`config.mk`:
```
export PLATFORM = sky130hd
export DESIGN_NAME = ripple_count_capture_display
export DESIGN_NICKNAME = d
export VERILOG_FILES = /design/src/rtl/ripple_count_capture_display.sv
export SDC_FILE = /design/constraint.sdc
export NUM_CORES = 1
export LEC_CHECK = 0
export ABC_AREA = 1
export BUFFER_PORTS_ARGS = -buffer_cell sky130_fd_sc_hd__buf_2
export CAP_MARGIN = 20
export CORE_MARGIN = 2
export CORE_UTILIZATION = 58
export DETAILED_ROUTE_END_ITERATION = 8
export PLACE_DENSITY_LB_ADDON = 0.3
export SLEW_MARGIN = 20
export SYNTH_ARGS = -nofsm -noshare
export SYNTH_HDL_FRONTEND = slang
export SYNTH_SLANG_ARGS = --single-unit
```
`constraint.sdc`:
```
create_clock -name clk -period 2.3 [get_ports clk]
set_input_delay 0.46 -clock clk [delete_from_list [all_inputs] [get_ports clk]]
set_output_delay 0.46 -clock clk [all_outputs]
set_load 0.02 [all_outputs]
```
`src/rtl/ripple_count_capture_display.sv`:
```
// Ripple counter capture and display.
// Brings the 4-bit asynchronous ripple counter into the clk domain, filters
// out ripple transients, counts 15->0 wraps, and scans both values onto a
// two-digit multiplexed 7-segment display.
module ripple_count_capture_display #(
  parameter int STABLE_CYCLES  = 2,
  parameter int REFRESH_W      = 16,
  parameter bit SEG_ACTIVE_LOW = 1'b1
) (
  input  logic       clk,
  input  logic       rst,
  input  logic [3:0] cnt_in,
  output logic [3:0] cnt_stable,
  output logic       cnt_upd,
  output logic       wrap_pulse,
  output logic [3:0] wrap_count,
  output logic [6:0] seg,
  output logic [1:0] an
);

  localparam int SW = (STABLE_CYCLES < 1) ? 1 : $clog2(STABLE_CYCLES + 1);
  localparam logic [SW-1:0] STAB_MAX = SW'(STABLE_CYCLES);

  // Active-high segment pattern {g,f,e,d,c,b,a} for one hex digit.
  function automatic logic [6:0] hex7(input logic [3:0] d);
    case (d)
      4'h0: hex7 = 7'b0111111;
      4'h1: hex7 = 7'b0000110;
      4'h2: hex7 = 7'b1011011;
      4'h3: hex7 = 7'b1001111;
      4'h4: hex7 = 7'b1100110;
      4'h5: hex7 = 7'b1101101;
      4'h6: hex7 = 7'b1111101;
      4'h7: hex7 = 7'b0000111;
      4'h8: hex7 = 7'b1111111;
      4'h9: hex7 = 7'b1101111;
      4'ha: hex7 = 7'b1110111;
      4'hb: hex7 = 7'b1111100;
      4'hc: hex7 = 7'b0111001;
      4'hd: hex7 = 7'b1011110;
      4'he: hex7 = 7'b1111001;
      default: hex7 = 7'b1110001;
    endcase
  endfunction

  function automatic logic [6:0] seg_pol(input logic [6:0] s);
    seg_pol = SEG_ACTIVE_LOW ? ~s : s;
  endfunction

  function automatic logic [1:0] an_pol(input logic [1:0] a);
    an_pol = SEG_ACTIVE_LOW ? ~a : a;
  endfunction

  logic [3:0]           s1, s2, s3;
  logic [SW-1:0]        stab_cnt, stab_nxt;
  logic                 accept, is_wrap;
  logic [REFRESH_W-1:0] refresh;
  logic                 digit_sel, dsel_nxt;

  // Acceptance looks at the count this edge will produce, so a value held
  // STABLE_CYCLES+1 cycles lands exactly STABLE_CYCLES+2 edges after capture.
  always_comb begin
    stab_nxt = '0;
    if (s2 == s3) stab_nxt = (stab_cnt == STAB_MAX) ? STAB_MAX : stab_cnt + SW'(1);
    accept   = (stab_nxt == STAB_MAX) && (s2 != cnt_stable);
    is_wrap  = (cnt_stable == 4'hf) && (s2 == 4'h0);
    dsel_nxt = (&refresh) ? ~digit_sel : digit_sel;
  end

  // Two-flop synchronizer plus one previous-sample stage.
  always_ff @(posedge clk or posedge rst) begin
    if (rst) begin
      s1 <= '0;
      s2 <= '0;
      s3 <= '0;
    end else begin
      s1 <= cnt_in;
      s2 <= s1;
      s3 <= s2;
    end
  end

  // Stability filter, accepted value, update/wrap pulses and wrap counter.
  always_ff @(posedge clk or posedge rst) begin
    if (rst) begin
      stab_cnt   <= '0;
      cnt_stable <= '0;
      cnt_upd    <= 1'b0;
      wrap_pulse <= 1'b0;
      wrap_count <= '0;
    end else begin
      stab_cnt   <= stab_nxt;
      cnt_upd    <= accept;
      wrap_pulse <= accept && is_wrap;
      if (accept) cnt_stable <= s2;
      if (accept && is_wrap) wrap_count <= wrap_count + 4'd1;
    end
  end

  // Display scan: digit select, enables and segments all change on one edge
  // so a digit never shows the other digit's pattern.
  always_ff @(posedge clk or posedge rst) begin
    if (rst) begin
      refresh   <= '0;
      digit_sel <= 1'b0;
      an        <= an_pol(2'b01);
      seg       <= seg_pol(hex7(4'h0));
    end else begin
      refresh   <= refresh + REFRESH_W'(1);
      digit_sel <= dsel_nxt;
      an        <= an_pol(dsel_nxt ? 2'b10 : 2'b01);
      seg       <= seg_pol(hex7(dsel_nxt ? wrap_count : cnt_stable));
    end
  end

endmodule

```
## Yosys cells after proc, flatten, opt, wreduce, memory -nomap -nowiden

Memories as Yosys holds them, arrays and structs flattened.
Index checks and enable logic that the tools add are counted.

- $add $sub $neg: 3
- Multipliers: 0
- Div/mod/pow operators: 0
- Order comparisons: 0
- Equality and inequality tests: 5
- Shift-type cells: 0
- Mux-type cells: 5
- Bitwise operators: 3
- Reductions and logical operators: 5

Operator list:

| cell | count |
|---|---|
| adder 16 x 1 -> 16 bit, second input constant | 1 |
| AND reduction 16 bit | 1 |
| inverter 7 bit | 1 |
| two-way mux 2 bit | 3 |
| adder 4 x 1 -> 4 bit, second input constant | 1 |
| == test 2 bit, second input constant | 2 |
| == test 4 bit | 1 |
| == test 4 bit, second input constant | 1 |
| logical NOT 4 bit | 1 |
| two-way mux 4 bit | 1 |
| != test 4 bit | 1 |
| logical AND 1 bit | 3 |
| adder 2 x 1 -> 2 bit, second input constant | 1 |
| inverter 2 bit | 1 |
| two-way mux 1 bit | 1 |
| inverter 1 bit | 1 |

- Bits in registers: 50
- Latch bits: 0
- Memory bits (writable): 0
- ROM bits: 112
- Logic and storage cells: 34
- Memories: 1

Memory list:

| memory | depth | width | rd ports | clocked after Yosys merged registers in | wr ports | RTL line | text |
|---|---|---|---|---|---|---|---|
| (name not given) | 16 | 7 | 1 | 0 | 0 | 26 | `case (d)` |

## Longest topological paths before layout

Gate-level depths: netlist of the first run.

- Word-level depth: 6
- Depth in mapped cells: 14

## Least setup slack after synthesis of the first run

Ideal clock, no wire load.

- Path type: reg-to-reg
- From: register refresh[0]
- To: register seg[3]
- Data arrival time: 1.880 ns
- Data required time: 2.183 ns
- Path slack: 0.304 ns
- Cell stages (with the launch flop): 14
- Cells stage by stage: dfrtp_1 > ha_1 > nand2_1 > nor2_2 > nand2_4 > o21ai_4 > nand3_1 > nand2_1 > inv_1 > ha_1 > inv_1 > nand2_1 > nand3_1 > nand2_1

- Word-level cells in the longest chain between the ends: 5

RTL lines:

| what | RTL line | text |
|---|---|---|
| start, declared | 57 | `logic [REFRESH_W-1:0] refresh;` |
| start signal, assigned | 109 | `refresh <= refresh + REFRESH_W'(1);` |
| AND reduction 16 bit | 67 | `dsel_nxt = (&refresh) ? ~digit_sel : digit_sel;` |
| two-way mux 1 bit | 67 |  |
| two-way mux 4 bit | 112 | `seg <= seg_pol(hex7(dsel_nxt ? wrap_count : cnt_stable));` |
| memory read (16 x 7 bit) | - |  |
| inverter 7 bit | 47 | `seg_pol = SEG_ACTIVE_LOW ? ~s : s;` |
| end signal, assigned | 107 | `seg <= seg_pol(hex7(4'h0));` |
| end signal, assigned | 112 |  |
| end, declared | 17 | `output logic [6:0] seg,` |

No other way between the ends.
A chain may end at the register's enable or synchronous reset.

## Worst setup path after layout of the first run

Ends and elaborated chain as after synthesis.

==> results of run 1 <==
==> through the flow <==
step	util (%)	setup WS [ns]
floorplan	-	0.304
global route	67.1	0.00855
CTS	66.9	0.0933
finish	67.1	0.169
global placement	63.9	0.206
detailed placement	63.9	0.105
==> worst register-to-register path: stages (launching register included) <==
cell	delay [ns]
dfrtp_1	0.38
ha_1	0.22
nand2_1	0.08
nor2_2	0.13
nand2_4	0.09
o21ai_4	0.24
nand3_1	0.12
nand2_2	0.13
inv_1	0.09
ha_1	0.29
inv_1	0.07
nand2_1	0.05
nand3_1	0.08
nand2_1	0.05
==> repair_timing <==
item | 4_1_cts | 5_1_grt
setup endpoints to repair | 0 | 2
buffers inserted | 0 | 0
resized for setup | 0 | 2
hold buffers | 0 | 0
==> cells in the mapped netlist, drive strengths merged <==
master / count / area share [%]
buf: 1 / 0.32
inv: 32 / 5.2
ha: 9 / 4.8
dfrtp: 47 / 51
xnor2: 8 / 3.0
nand3: 27 / 6.8
or2: 1 / 0.27
nand4: 7 / 1.9
nor2: 23 / 4.4
nand2: 65 / 12
nor3: 1 / 0.43
a31oi: 1 / 0.27
clkinv: 2 / 0.54
a21oi: 2 / 0.43
dfstp: 2 / 2.3
o21ai: 10 / 2.8
and2: 1 / 0.27
xor2: 10 / 3.8
==> cells in the final DEF (no fill, tap or decap), types with 2 or more instances in the layout <==
cell      Yosys  final
nand2_2       6      7
nor2_4        1      2
nand3_2       2      2
nor2_1       19     19
nand2_1      56     55
clkinv_4      1      2
inv_1        32     31
o21ai_1       2      2
dfrtp_1      47     47
buf_2         0     24
o21ai_0       6      6
xor2_1       10     10
clkbuf_8      0      5
ha_1          9      9
a21oi_1       2      2
nor2_2        3      2
dfstp_2       2      2
xnor2_1       8      8
nand2_4       3      3
buf_4         1      2
nand3_1      24     24
nand4_1       7      7
==> report_power, final <==
group / switching (W) / internal (W)
registers: 0.0000264 / 0.000909
logic: 0.000171 / 0.0000813
clock network: 0.000302 / 0.000333
==> routing by layer <==
| layer | vias to the layer above | track usage [%] | share of wire, % |
|---|---|---|---|
| li1 | 844 | - | - |
| met1 | 766 | 26.0 | 47 |
| met2 | 22 | 34.8 | 48 |
| met3 | 5 | 5.00 | 3.5 |
| met4 | 0 | 5.36 | 1.1 |
| met5 | - | 0 | 0 |
==> state kept, by name (all words and copies together), names as in the netlist <==
register / cells
s3: 4
wrap_count: 4
wrap_pulse: 1
seg: 7
stab_cnt: 2
cnt_stable: 4
cnt_upd: 1
s2: 4
s1: 4
refresh: 16
an: 2
==> area by class of cell <==
| class | count | share of cell area, % |
|---|---|---|
| flip-flops and latches | 49 | 46.5 |
| clock buffers | 5 | 2.60 |
| well taps | 50 | 2.37 |
| inverters | 34 | 5.02 |
| clock inverters | 3 | 1.89 |
| multi-input cells | 165 | 36.5 |
| repair buffers | 26 | 5.11 |
==> worst max path at each step <==
stage	from	endpoint	slack [ns]	cells past startpoint
after detailed placement	refresh[0]	seg[3]	0.10	13
after floorplan	refresh[0]	seg[3]	0.30	13
final	refresh[0]	seg[3]	0.17	13
after CTS	refresh[0]	seg[3]	0.09	13
after global routing	refresh[0]	seg[3]	0.009	13
after global placement	refresh[0]	seg[3]	0.21	13
==> cell families after synthesis <==
| group | synth area share (%) |
|---|---|
| compound gates | 3.50 |
| xor+xnor | 6.77 |
| fa+ha+maj | 4.84 |
| buf+inv | 6.02 |
| flops | 52.8 |
| simple gates | 26.1 |
==> metrics.md, run 1 <==
| Metric | Value |
|---|---|
| WL/cell | 11.4 um |
| Post-layout min period | 2.13 ns |
| Final Instance Count excl. Fillers | 332 |
| Slew Viols, Final | 0 |
| Clock transition at the registers of the reported paths | 0.10 ns |
| Die area | 4540 um2 |
| Area occupied by multi-input gates | 966 um2 |
| Critical path class | reg -> reg |
| H-tree lvl count | 2 |
| Crit-path max FO | 7 |
| Slowest-stage cell, CP | dfrtp_1 |
| Post-synthesis sequential area ratio | 52.8% |
| 1st-iter DRT viols | 105 |
| Via count | 1637 |
| VDD IR max | 607 uV |
| Final Power | 0.00182 W |
| TritonCTS clock tree | yes |
| Antenna diodes | 0 |
| Routability congestion estimate | 0.841 |
| Total Nets Final | 296 |
| Flops & latches, synth | 49 |
| Clock Skews | 0.0125 ns |
| Arrival @ worst endpoint | 2.34 ns |
| RSZ-0062 raised after global routing | false |
| Reg2Reg Depth | 13 |
| CP startpoint kind | flip-flop |
| Final Routed Wirelength | 3.79 mm |
| CP top delay family | simple AND/OR/NAND/NOR gates |
| Reg-to-reg endpoint | seg[3] |
| Outcome | completed |
| Final Hold Viols | 0 |
| Post-DRT Antenna Nets | 0 |
| Die width | 67.3 um |
| Power per cell area | 690 nW/um2 |
| Clock buffer depth | 2 |
| I/O pin total | 25 |
| CP Buf/Inv Count | 2 |
| R2R Setup Slk | 0.17 ns |
| Most frequent CP cell | nand2_1 |
| Remaining global-route overflow | 0 |
| Mapped Avg Cell Area | 9.35 um2 |
| Vias/cell | 4.93 |
| CORE AREA | 3940 um2 |
| Die H | 67.3 um |
| Pre-antenna DRT Iters | 4 |
| # fillers | 324 |
| Cell variety after synth | 28 |
| Row cnt | 23 |
| Worst-path cell chain | ha_1 -> nand2_1 -> nor2_2 -> nand2_4 -> o21ai_4 -> nand3_1 -> nand2_2 -> inv_1 -> ha_1 -> inv_1 -> nand2_1 -> nand3_1 -> nand2_1 |
| # placed instances | 324 |
| HPWL Detailed | 2.90 mm |
| Slowest Stage Delay on Critical Path | 0.38 ns |
| Tot GR Track Use | 20.4% |
| Cell Area, Placed | 2520 um2 |
| Total CTS buffers | 5 |
| Global-route wire length before repair | 6.87 mm |
| Fmax | 469 MHz |
| Final instance area | 2640 um2 |
| Post-Syn Area | 2330 um2 |
| Drt drc | 0 |
| Setup TNS | 0 ns |
| Cells after Synth | 249 |
| Register area | 1230 um2 |
| Final period util | 92.7% |
| HP Class | in -> async |
| Slew headroom | 82.0% |
| Worst-skew pair later-pin latency | 0.31 ns |
| CP endpoint kind | flip-flop |
| Initial antenna violation count | 0 |
| CTS Sinks | 49 |
| Ys Warns | 0 |
| Largest net degree at the start of global routing | 22 |
| Max Cap Viol | 0 |
| Leakage dissipation | 1.40 nW |
| Vias in the first global route | 1602 |
| Layout cell share with drive strength beyond 1 | 20.6% |
| Worst-Margin Slew | 0.269 ns |
| Hold slack | 0.0515 ns |
| Area grow syn2layout | 13.6% |
| Final setup fails | 0 |
| # port buffers | 24 |
| Root buf cell | clkbuf_8 |
| Crit path required time | 2.51 ns |
| Worst r2r src | refresh[0] |
| Synthesized Nets | 264 |
| Effective utilization at floorplan | 59.0% |
Note: power is estimated with default switching activity, not from simulation.
==> run 2, diff against run 1 <==
BUFFER_PORTS_ARGS = -buffer_cell sky130_fd_sc_hd__clkbuf_2   (was -buffer_cell sky130_fd_sc_hd__buf_2)
==> run 2 against run 1 <==
Compared with the run above:
- core utilization decreased by 0.73 points
- via count unchanged
- first-iteration DRC count decreased by 35%
- setup slack got worse by 0.014 ns
- final cell count unchanged
- clock-buffer cell count unchanged
- highest routed layer unchanged
- cell area decreased by 1.1%
- clock skew decreased by 0.0074 ns
- critical endpoint unchanged
- flip-flop and latch count unchanged
- wire length decreased by 0.29%
- die area unchanged
- critical path depth unchanged
==> metrics.md, run 2 (synthesis gave the netlist of run 1 again) <==
| Metric | Value |
|---|---|
| Outcome | completed (unchanged) |
| Reg-to-reg endpoint | seg[3] (unchanged) |
| TritonCTS clock tree | yes (unchanged) |
| Final Instance Count excl. Fillers | 332 (unchanged) |
| Initial antenna violation count | 0 (unchanged) |
| Hold slack | 0.0487 ns (was 0.0515 ns) |
| Worst-Margin Slew | 0.287 ns (was 0.269 ns) |
| Final setup fails | 0 (unchanged) |
| Critical path class | reg -> reg (unchanged) |
| CP endpoint kind | flip-flop (unchanged) |
| Number of setup buffers added after CTS | 0 (unchanged) |
| Leakage dissipation | 1.37 nW (was 1.40 nW) |
| Largest net degree at the start of global routing | 22 (unchanged) |
| Antenna diodes | 0 (unchanged) |
| Effective utilization at floorplan | 59.0% (unchanged) |
| Post-DRT Antenna Nets | 0 (unchanged) |
| Final period util | 93.3% (was 92.7%) |
| HP Class | in -> async (unchanged) |
| Max Cap Viol | 0 (unchanged) |
| Switching part of the total | 28.5% (was 27.4%) |
| Vias/cell | 4.93 (unchanged) |
| Most common cell after layout, fill and taps aside | nand2_1 (unchanged) |
| Hold_buf cts | 0 (unchanged) |
| Die area | 4540 um2 (unchanged) |
| Switching pwr | 0.000481 W (was 0.000499 W) |
| Slowest Stage Delay on Critical Path | 0.38 ns (about the same) |
| Register area | 1230 um2 (unchanged) |
| Max FFs per register | 16 (unchanged) |
| Die width | 67.3 um (unchanged) |
| RSZ-0062 raised after global routing | false (unchanged) |
| Clock transition at the registers of the reported paths | 0.09 ns (was 0.10 ns) |
| Setup TNS | 0 ns (unchanged) |
| CTS Sinks | 49 (unchanged) |
| Slew Viols, Final | 0 (unchanged) |
| Most frequent CP cell | nand2_1 (unchanged) |
| Final Hold Viols | 0 (unchanged) |
| Slowest-stage cell, CP | dfrtp_1 (unchanged) |
| WL/cell | 11.4 um (about the same) |
| Via count | 1637 (unchanged) |
| Clock Skews | 0.00503 ns (was 0.0125 ns) |
| HPWL Detailed | 2.92 mm (was 2.90 mm) |
| Total CTS buffers | 5 (unchanged) |
| Area occupied by multi-input gates | 966 um2 (unchanged) |
| Commonest non-fill, non-tap cells in the layout | nand2_1, dfrtp_1, inv_1 (unchanged) |
| Sequential Power Share | 55.5% (was 51.3%) |
| Clock power share | 29.6% (was 34.9%) |
| # fillers | 328 (was 324) |
| Area grow syn2layout | 12.4% (was 13.6%) |
| H-tree lvl count | 2 (unchanged) |
| # port buffers | 24 (unchanged) |
| Pre-antenna DRT Iters | 4 (unchanged) |
| Final design utilization | 66.3% (was 67.1%) |
| CP startpoint kind | flip-flop (unchanged) |
| Total Nets Final | 296 (unchanged) |
| Drt drc | 0 (unchanged) |
| Layout cell share with drive strength beyond 1 | 20.6% (unchanged) |
| Power per cell area | 645 nW/um2 (was 690 nW/um2) |
| Worst r2r src | refresh[0] (unchanged) |
| Worst-skew pair later-pin latency | 0.30 ns (was 0.31 ns) |
| Global-route wire length before repair | 6.80 mm (was 6.87 mm) |
| Clock buffer depth | 2 (unchanged) |
| Largest regs | refresh: 16 flops, seg: 7 flops (unchanged) |
| Vias in the first global route | 1562 (was 1602) |
| I/O pin total | 25 (unchanged) |
| CORE AREA | 3940 um2 (unchanged) |
| Reg2Reg Depth | 13 (unchanged) |
| Routability congestion estimate | 0.847 (was 0.841) |
| P_int | 0.00121 W (was 0.00132 W) |
| Reg with most FFs | refresh (unchanged) |
| CTS resizes | 0 (unchanged) |
| # placed instances | 324 (unchanged) |
| Final Routed Wirelength | 3.78 mm (was 3.79 mm) |
| Root buf cell | clkbuf_8 (unchanged) |
| VDD IR max | 514 uV (was 607 uV) |
| Crit-path max FO | 7 (unchanged) |
| 1st-iter DRT viols | 68 (was 105) |
| Row cnt | 23 (unchanged) |
| Remaining global-route overflow | 0 (unchanged) |
| Tot GR Track Use | 20.4% (about the same) |
| Post-layout min period | 2.15 ns (was 2.13 ns) |
| R2R Setup Slk | 0.15 ns (was 0.17 ns) |
| Final worst-path setup slack | 0.155 ns (was 0.169 ns) |
| Crit path required time | 2.50 ns (was 2.51 ns) |
| Worst-path cell chain | ha_1 -> nand2_1 -> nor2_2 -> nand2_4 -> o21ai_4 -> nand3_1 -> nand2_2 -> inv_1 -> ha_1 -> inv_1 -> nand2_1 -> nand3_1 -> nand2_1 (unchanged) |
| Pre-CTS setup slack | 0.104 ns (was 0.105 ns) |
| Fmax | 466 MHz (was 469 MHz) |
| Die H | 67.3 um (unchanged) |
| Slew headroom | 80.8% (was 82.0%) |
| Logic gate share of total power | 14.8% (was 13.8%) |
| Arrival @ worst endpoint | 2.35 ns (was 2.34 ns) |
[run 2: area by class of cell]
type	instances	share of cell area, %
Sequential cell	49	47.0
Multi-Input combinational cell	165	36.9
Timing Repair Buffer	26	5.17
Inverter	34	5.07
Clock buffer	5	2.63
Tap cell	50	2.39
Clock inverter	3	0.813
[run 2: worst max-delay path by stage]
stage / cells after the start / end / from / slack [ns]
final: 13 / seg[3] / refresh[0] / 0.15
after global placement: 13 / seg[3] / refresh[0] / 0.20
after floorplan: 13 / seg[3] / refresh[0] / 0.30
after global routing: 13 / seg[3] / refresh[0] / 0.01
after detailed placement: 13 / seg[3] / refresh[0] / 0.10
after CTS: 13 / seg[3] / refresh[0] / 0.09
[run 2: metrics by stage]
stage / cell area [um2] / total power, W
after global routing: 2620 / 0.00179
after CTS: 2610 / 0.00172
final: 2620 / 0.00169
after floorplan: 2330 / 0.00113
after detailed placement: 2520 / 0.00121
after global placement: 2520 / 0.00120
[run 2: power groups by stage]
stage / combinational, W / sequential [W] / clock [W]
after floorplan: 0.000136 / 0.000995 / 0
after CTS: 0.000253 / 0.000938 / 0.000525
final: 0.000251 / 0.000937 / 0.000500
after global placement: 0.000249 / 0.000954 / 0
after detailed placement: 0.000252 / 0.000955 / 0
after global routing: 0.000288 / 0.000945 / 0.000560
[run 2: per-layer routing]
metal	global-route usage [%]	part of all wire (%)	vias up
met5	0	0	-
met4	5.36	1.1	0
met3	5.50	3.7	5
met2	33.8	48	27
met1	26.6	48	757
li1	-	-	848
[run 2: critical path, delay by kind of cell (launching register included)]
family                     cells  cell delay [ns]
buffers and inverters          2             0.16
DFF                            1             0.38
and+or+nand+nor                8             0.73
adders and majority gates      2             0.52
AOI/OAI and AO/OA              1             0.25
